## config.mk

```make
export PLATFORM = sky130hd
export DESIGN_NAME = he_lb_csr_multi_ch
export DESIGN_NICKNAME = d
export VERILOG_FILES = /design/src/rtl/he_lb_csr_multi_ch.sv
export SDC_FILE = /design/constraint.sdc
export NUM_CORES = 2
export LEC_CHECK = 0
export ABC_AREA = 1
export BUFFER_PORTS_ARGS = -buffer_cell sky130_fd_sc_hd__clkbuf_2
export CAP_MARGIN = 20
export CORE_MARGIN = 1.5
export CORE_UTILIZATION = 26
export CTS_CLUSTER_SIZE = 12
export DETAILED_ROUTE_END_ITERATION = 6
export MAX_ROUTING_LAYER = met4
export PLACE_DENSITY = 0.49
export SLEW_MARGIN = 10
export SYNTH_ARGS = -nofsm -noshare
export SYNTH_HDL_FRONTEND = slang
export SYNTH_SLANG_ARGS = --single-unit
```

## constraint.sdc

```tcl
create_clock -name clk -period 3.3 [get_ports clk]
set_input_delay 0.165 -clock clk [delete_from_list [all_inputs] [get_ports clk]]
set_output_delay 0.165 -clock clk [all_outputs]
set_load 0.01 [all_outputs]
```

## src/rtl/he_lb_csr_multi_ch.sv

```systemverilog
// he_lb_csr_multi_ch: multi-channel host-exerciser loopback CSR block.
// One 4 KB register window per channel (channel = addr[15:12]), each with a
// DFH linked into a feature chain. Per channel it holds the engine config,
// the CTL start/reset controls, status counters, an inactivity timeout and
// sticky errors.
// Optional build macro HE_LB_CSR_PERF_EN: STATUS1 becomes a saturating
// 64-bit busy-cycle counter. Without it STATUS1 reads 0.
module he_lb_csr_multi_ch #(
   parameter int           NUM_CH      = 2,
   parameter int           CLK_MHZ     = 500,
   parameter logic [7:0]   API_VER     = 8'h02,
   parameter bit           ATOMICS     = 1'b0,
   parameter int           BUS_W_SHIFT = 1,
   parameter int           LM_W_SHIFT  = 4,
   parameter logic [127:0] AFU_ID      = 128'h56e203e9_864f_49a7_b94b_12284c31e02b
) (
   input  logic                 clk,
   input  logic                 rst,
   input  logic                 wr_valid,
   input  logic [15:0]          wr_addr,
   input  logic                 wr_dw,
   input  logic [63:0]          wr_data,
   input  logic                 rd_valid,
   input  logic [15:0]          rd_addr,
   input  logic [9:0]           rd_tag,
   output logic                 rsp_valid,
   output logic [9:0]           rsp_tag,
   output logic [63:0]          rsp_data,
   output logic [NUM_CH-1:0]    ch_rst_n,
   output logic [NUM_CH-1:0]    ch_start,
   output logic [NUM_CH*64-1:0] ch_src,
   output logic [NUM_CH*64-1:0] ch_dst,
   output logic [NUM_CH*32-1:0] ch_num_lines,
   output logic [NUM_CH*32-1:0] ch_stride,
   output logic [NUM_CH*64-1:0] ch_cfg,
   input  logic [NUM_CH-1:0]    ch_busy,
   input  logic [NUM_CH-1:0]    ch_rd_done,
   input  logic [NUM_CH-1:0]    ch_wr_done,
   input  logic [NUM_CH*8-1:0]  ch_err_set,
   output logic [NUM_CH-1:0]    ch_timeout
);

   localparam logic [31:0] INFO0 = {5'(LM_W_SHIFT), 2'(BUS_W_SHIFT), ATOMICS, API_VER, 16'(CLK_MHZ)};

   // A 64-bit write with addr[2]=1 is not a legal access and is dropped.
   // The 32-bit lane comes straight from the matching half of wr_data, so
   // the lane choice reduces to per-half write enables.
   logic        wr_ok, wr_lo, wr_hi;
   logic [11:0] wr_off, rd_off;
   logic [3:0]  rd_ch;
   logic [NUM_CH*64-1:0] rd_word_all;
   logic [63:0] rd_word;
   logic        rd_v1_reg, rsp_valid_reg;
   logic [9:0]  rd_tag1_reg, rsp_tag_reg;
   logic [63:0] rd_data1_reg, rsp_data_reg;
   logic        unused_bits;

   assign wr_ok  = wr_valid && (wr_dw || !wr_addr[2]);
   assign wr_lo  = !wr_dw || !wr_addr[2];
   assign wr_hi  = !wr_dw || wr_addr[2];
   assign wr_off = {wr_addr[11:3], 3'b000};
   assign rd_off = {rd_addr[11:3], 3'b000};
   assign rd_ch  = rd_addr[15:12];
   assign unused_bits = ^{wr_addr[1:0], rd_addr[2:0]};

   function automatic logic [63:0] merge64(input logic [63:0] old, input logic lo,
                                           input logic hi, input logic [63:0] d);
      return {hi ? d[63:32] : old[63:32], lo ? d[31:0] : old[31:0]};
   endfunction

   genvar gi;
   generate
      for (gi = 0; gi < NUM_CH; gi++) begin : g_ch
         localparam logic        EOL      = (gi == NUM_CH - 1);
         localparam logic [23:0] NEXT_OFF = EOL ? 24'h0 : 24'h1000;
         localparam logic [63:0] DFH_WORD = {4'h1, 19'h0, EOL, NEXT_OFF, 16'h0};

         logic        wr_sel, done_any, inact_fire;
         logic [63:0] scratch_reg, dsm_reg, src_reg, dst_reg, cfg_reg;
         logic [31:0] scratch2_reg, lines_reg, thresh_reg, stride_reg;
         logic [1:0]  ctl_reg;
         logic        start_reg, tmo_reg;
         logic [7:0]  err_reg;
         logic [31:0] rd_cnt_reg, wr_cnt_reg, inact_reg, inact_inc, err_clr;
         logic [63:0] status1, ch_rd;

         assign wr_sel   = wr_ok && (wr_addr[15:12] == 4'(gi));
         assign done_any = ch_rd_done[gi] || ch_wr_done[gi];
         assign inact_inc = inact_reg + 32'd1;
         // Fire once, on the busy cycle that brings the idle count up to the threshold.
         assign inact_fire = ctl_reg[0] && !start_reg && ch_busy[gi] && !done_any &&
                             (inact_reg != '1) && (thresh_reg != '0) && (inact_inc == thresh_reg);
         assign err_clr = (wr_sel && wr_off == 12'h170 && wr_lo) ? wr_data[31:0] : 32'h0;

         // Writable configuration registers and CTL.
         always_ff @(posedge clk) begin
            if (rst) begin
               scratch_reg  <= '0;
               scratch2_reg <= '0;
               dsm_reg      <= '0;
               src_reg      <= '0;
               dst_reg      <= '0;
               lines_reg    <= '0;
               ctl_reg      <= '0;
               cfg_reg      <= '0;
               thresh_reg   <= '1;
               stride_reg   <= '0;
            end else if (wr_sel) begin
               case (wr_off)
                  12'h100: scratch_reg <= merge64(scratch_reg, wr_lo, wr_hi, wr_data);
                  12'h108: if (wr_lo) scratch2_reg <= wr_data[31:0];
                  12'h110: dsm_reg <= merge64(dsm_reg, wr_lo, wr_hi, wr_data);
                  12'h120: src_reg <= merge64(src_reg, wr_lo, wr_hi, wr_data);
                  12'h128: dst_reg <= merge64(dst_reg, wr_lo, wr_hi, wr_data);
                  12'h130: if (wr_lo) lines_reg <= wr_data[31:0];
                  12'h138: if (wr_lo) ctl_reg <= wr_data[1:0];
                  12'h140: cfg_reg <= merge64(cfg_reg, wr_lo, wr_hi, wr_data);
                  12'h148: if (wr_lo) thresh_reg <= wr_data[31:0];
                  12'h178: if (wr_lo) stride_reg <= wr_data[31:0];
                  default: ;
               endcase
            end
         end

         // Start pulse: CTL[1] rising by a write while the engine is out of reset.
         always_ff @(posedge clk) begin
            if (rst) start_reg <= 1'b0;
            else     start_reg <= wr_sel && (wr_off == 12'h138) && wr_lo && ctl_reg[0] &&
                                  !ctl_reg[1] && wr_data[1];
         end

         // Completion counters and inactivity counter; held clear in reset or on start.
         always_ff @(posedge clk) begin
            if (rst || !ctl_reg[0] || start_reg) begin
               rd_cnt_reg <= '0;
               wr_cnt_reg <= '0;
               inact_reg  <= '0;
            end else begin
               if (ch_rd_done[gi] && rd_cnt_reg != '1) rd_cnt_reg <= rd_cnt_reg + 32'd1;
               if (ch_wr_done[gi] && wr_cnt_reg != '1) wr_cnt_reg <= wr_cnt_reg + 32'd1;
               if (done_any)                              inact_reg <= '0;
               else if (ch_busy[gi] && inact_reg != '1)   inact_reg <= inact_inc;
            end
         end

         // Sticky W1C errors; a same-cycle set beats the clear.
         always_ff @(posedge clk) begin
            if (rst) begin
               err_reg <= '0;
               tmo_reg <= 1'b0;
            end else begin
               err_reg <= (err_reg & ~err_clr[7:0]) | ch_err_set[gi*8 +: 8];
               tmo_reg <= (tmo_reg & ~err_clr[31]) | inact_fire;
            end
         end

`ifdef HE_LB_CSR_PERF_EN
         logic [63:0] perf_reg;
         // Busy-cycle counter, saturating.
         always_ff @(posedge clk) begin
            if (rst || !ctl_reg[0] || start_reg) perf_reg <= '0;
            else if (ch_busy[gi] && perf_reg != '1) perf_reg <= perf_reg + 64'd1;
         end
         assign status1 = perf_reg;
`else
         assign status1 = '0;
`endif

         // Per-channel read decode of the 64-bit word at rd_off.
         always_comb begin
            ch_rd = '0;
            case (rd_off)
               12'h000: ch_rd = DFH_WORD;
               12'h008: ch_rd = AFU_ID[63:0];
               12'h010: ch_rd = AFU_ID[127:64];
               12'h100: ch_rd = scratch_reg;
               12'h108: ch_rd = {32'h0, scratch2_reg};
               12'h110: ch_rd = dsm_reg;
               12'h120: ch_rd = src_reg;
               12'h128: ch_rd = dst_reg;
               12'h130: ch_rd = {32'h0, lines_reg};
               12'h138: ch_rd = {62'h0, ctl_reg};
               12'h140: ch_rd = cfg_reg;
               12'h148: ch_rd = {32'h0, thresh_reg};
               12'h160: ch_rd = {wr_cnt_reg, rd_cnt_reg};
               12'h168: ch_rd = status1;
               12'h170: ch_rd = {32'h0, tmo_reg, 23'h0, err_reg};
               12'h178: ch_rd = {32'h0, stride_reg};
               12'h180: ch_rd = {32'h0, INFO0};
               default: ch_rd = '0;
            endcase
         end

         assign rd_word_all[gi*64 +: 64]  = ch_rd;
         assign ch_rst_n[gi]              = ctl_reg[0];
         assign ch_start[gi]              = start_reg;
         assign ch_src[gi*64 +: 64]       = src_reg;
         assign ch_dst[gi*64 +: 64]       = dst_reg;
         assign ch_num_lines[gi*32 +: 32] = lines_reg;
         assign ch_stride[gi*32 +: 32]    = stride_reg;
         assign ch_cfg[gi*64 +: 64]       = cfg_reg;
         assign ch_timeout[gi]            = tmo_reg;
      end
   endgenerate

   // Channel select; indices with no channel read as zero.
   always_comb begin
      rd_word = '0;
      for (int i = 0; i < NUM_CH; i++)
         if (rd_ch == 4'(i)) rd_word = rd_word_all[i*64 +: 64];
   end

   // Two-stage read pipeline; reset drops anything in flight.
   always_ff @(posedge clk) begin
      if (rst) begin
         rd_v1_reg     <= 1'b0;
         rsp_valid_reg <= 1'b0;
      end else begin
         rd_v1_reg     <= rd_valid;
         rsp_valid_reg <= rd_v1_reg;
      end
      rd_tag1_reg  <= rd_tag;
      rd_data1_reg <= rd_word;
      rsp_tag_reg  <= rd_tag1_reg;
      rsp_data_reg <= rd_data1_reg;
   end

   assign rsp_valid = rsp_valid_reg;
   assign rsp_tag   = rsp_tag_reg;
   assign rsp_data  = rsp_data_reg;

endmodule

```

==> results_dict.tcl <==
set metrics [dict create \
    layout-drive-gt1-share 0.165 \
    rrSetupSlack_ns 0.64 \
    final_cell_area_um2 67300 \
    syn2layout_area_growth_pct 25.6 \
    clk_path_buf_depth 3 \
    finalHoldViolCount 0 \
    grt_pass1_vias 52200 \
    io_pins 726 \
    wirelength_mm 298 \
    timing.hold.worst_path_depth 3 \
    synth-async-reset-ratio 0 \
    cts_setup_buffers 0 \
    drc 0 \
    cts_made_buffers 153 \
    drt_iter0_markers 6719 \
    yosys.area.top_type "dfxtp_1" \
    cp-start-kind "flop" \
    worst-path-max-fanout 8 \
    viasPerCell 5.25 \
    grt_setup_unrepaired "no" \
    max_stage_delay_ns 0.42 \
    antenna_found_initial 24 \
    syn-mean-instance-area_um2 7.39 \
    core_area_um2 205000 \
    hold_path_class "input pin to flop" \
    path_depth 13 \
    grt_max_degree 194 \
    synthDistinctLibCells 55 \
    die_area_um2 209000 \
    wl_per_cell_um 27.6 \
    ys_seq_area_frac 0.471 \
    slew_headroom 0.252 \
    critPathTopFamily "simple AND/OR/NAND/NOR gates" \
    combPwrFrac 0.028 \
    row_count 166 \
    switching_share 0.240 \
    grt_pass1_wl_mm 412 \
    criticalPathCategory "flop to flop" \
    clkSinkCount 1262 \
    setup_violations 0 \
    via_count 56700 \
    powerDensity_nw_per_um2 504 \
    ys.flop_type "dfxtp_1" \
    htree_levels 4 \
    cts_resized 0 \
    period_share 0.805 \
    synth_top_area_frac 0.471 \
    p_leak_uw 0.0283 \
    worst_clock_skew_ns 0.0325 \
    syn_nets 7394 \
    arrival_ns 3.43 \
    syn_inst 7255 \
    die_h_um 457 \
    clk_latency_ns 0.83 \
    dp_slack_ns 0.00737 \
    ys_seq_elements 1262 \
    synth_edf_count 0 \
    synth_common_cells "nand2_1, dfxtp_1, nor2_1" \
    path_cells "ha_1, nand2_1, nor2_4, nand2_2, nor2_4, nand2_1, xnor2_1, nand2_1, nand2_1, nand2_1, nor2_1, nand3_1, a21oi_1" \
    yosysWarningCount 0 \
    crit_top_cell "nand2_1" \
    cts_tree "done" \
    cts_root_buffer "clkbuf_16" \
    start_util 0.262 \
    maxCapViolations 0 \
    cts.clk_slew.worst_paths_ns 0.07 \
    fmaxAchievable_mhz 376 \
    slew_viol_final 0 \
    ir_drop_mv 0.560 \
    tightest_slew_ns 1.12 \
    crit_buf_inv 0 \
    overflow 0 \
    nets 8109 \
    status "completed" \
    place.gp.congestion 0.960 \
    r2r_cells 13 \
    crit_required_ns 4.07 \
    ff_latch_area_um2 25300 \
    setup_slack_ns 0.643 \
    placed_area_um2 61100 \
    drt_pass1_iterations 6 \
    die_width_um 457 \
    multi_input_area_um2 24600 \
    netlist_top_cells_area "dfxtp_1, nand2_1, o21ai_0" \
    ant_nets 0 \
    pwr-share-clk 0.522 \
    syn-cell-area_um2 53600 \
    period_needed_ns 2.66 \
    crit_path_end_kind "flop" \
    hpwl_mm 215 \
    n_fill_cell 21800 \
    gr-usage-all-layers 0.282 \
    synth.most_common_cell "nand2_1" \
    slowest_stage "dfxtp_1" \
    p_seq_frac 0.450 \
    p_sw_uw 8130 \
    internal_power_uw 25800 \
    io_buffers 720 \
    total_power_uw 33900 \
]
## power groups by stage
stage / combinational, µW / sequential, µW / clock (µW)
2_1_floorplan: 390 / 15600 / 0
3_3_place_gp: 832 / 15600 / 0
3_5_place_dp: 838 / 15600 / 0
4_1_cts: 928 / 15300 / 18000
5_1_grt: 977 / 15300 / 18600
6_report: 943 / 15300 / 17700
## placed cells by master, fill, tap and decap left out, types with 8 or more instances in the layout
cell type,netlist,routed
a211oi_1,100,100
a21oi_1,643,643
a221oi_1,116,116
a22o_1,97,97
a22oi_1,31,31
a31oi_1,17,17
buf_12,0,52
buf_4,12,202
bufinv_16,0,9
clkbuf_1,283,27
clkbuf_16,0,156
clkbuf_2,12,719
clkbuf_8,0,38
clkinv_1,25,25
clkinv_2,0,25
clkinvlp_4,0,8
dfxtp_1,1262,1262
diode_2,0,22
dlygate4sd3_1,0,95
inv_1,394,390
inv_2,18,18
inv_6,0,8
nand2_1,1294,1290
nand2_2,7,10
nand3_1,214,214
nand3b_1,11,11
nand4_1,121,121
nor2_1,1072,1071
nor2_2,19,14
nor2_4,28,34
nor3_1,87,86
nor4_1,13,12
o2111ai_1,27,27
o211ai_1,66,66
o21ai_0,941,940
o21ai_1,43,44
xor2_1,37,37
## worst reg2reg max path: cells and delay by family, from the launching register on
family / cells / cell delay, ns
compound gates: 1 / 0.12
xor+xnor: 1 / 0.21
fa+ha+maj: 1 / 0.23
flops: 1 / 0.42
simple gates: 10 / 1.61
## cell families after synthesis
family                     synth area share
buffers and inverters                0.0710
and+or+nand+nor                       0.225
DFF                                   0.471
adders and majority gates           0.00140
AOI/OAI and AO/OA                     0.223
xor gates and xnor gates            0.00814
## final timing paths
kind / from / to
worst min register to register: rd_data1_reg[10] / rsp_data[10]
worst max-delay path: g_ch[0].inact_reg[0] / g_ch[0].tmo_reg
worst min-delay path: wr_data[24] / g_ch[1].scratch_reg[24]
worst max register to register: g_ch[0].inact_reg[0] / g_ch[0].tmo_reg
## cell type report
type | instances | area share
diodes | 22 | 0.000818
clock buffers | 221 | 0.0673
clock inverters | 60 | 0.0106
inverters | 437 | 0.0246
multi-input cells | 5048 | 0.366
flip-flops and latches | 1262 | 0.375
well taps | 2688 | 0.0500
repair buffers | 1068 | 0.106
## metrics by stage
step	std cells	TNS [ns]	hold WS, ns	util
floorplan	7255	0	0.193	-
finish	10800	0	0.0788	0.329
CTS	10800	0	0.0129	0.328
detailed placement	10400	0	0.269	0.298
global route	10800	0	0.0587	0.329
global placement	10400	-0.0000377	0.267	0.298
## routing by layer
layer  track usage  up-vias  part of all wire
met1         0.375    27800              0.44
met5             -        -                 0
met4         0.131        0             0.053
met2         0.411     2468              0.43
li1              -    26000                 -
met3        0.0537      464             0.078
## timing repair
action	4_1_cts	5_1_grt
setup endpoints to repair	0	0
hold endpoints to repair	582	0
hold buffers	95	0
Note: power is estimated with default switching activity, not from simulation.
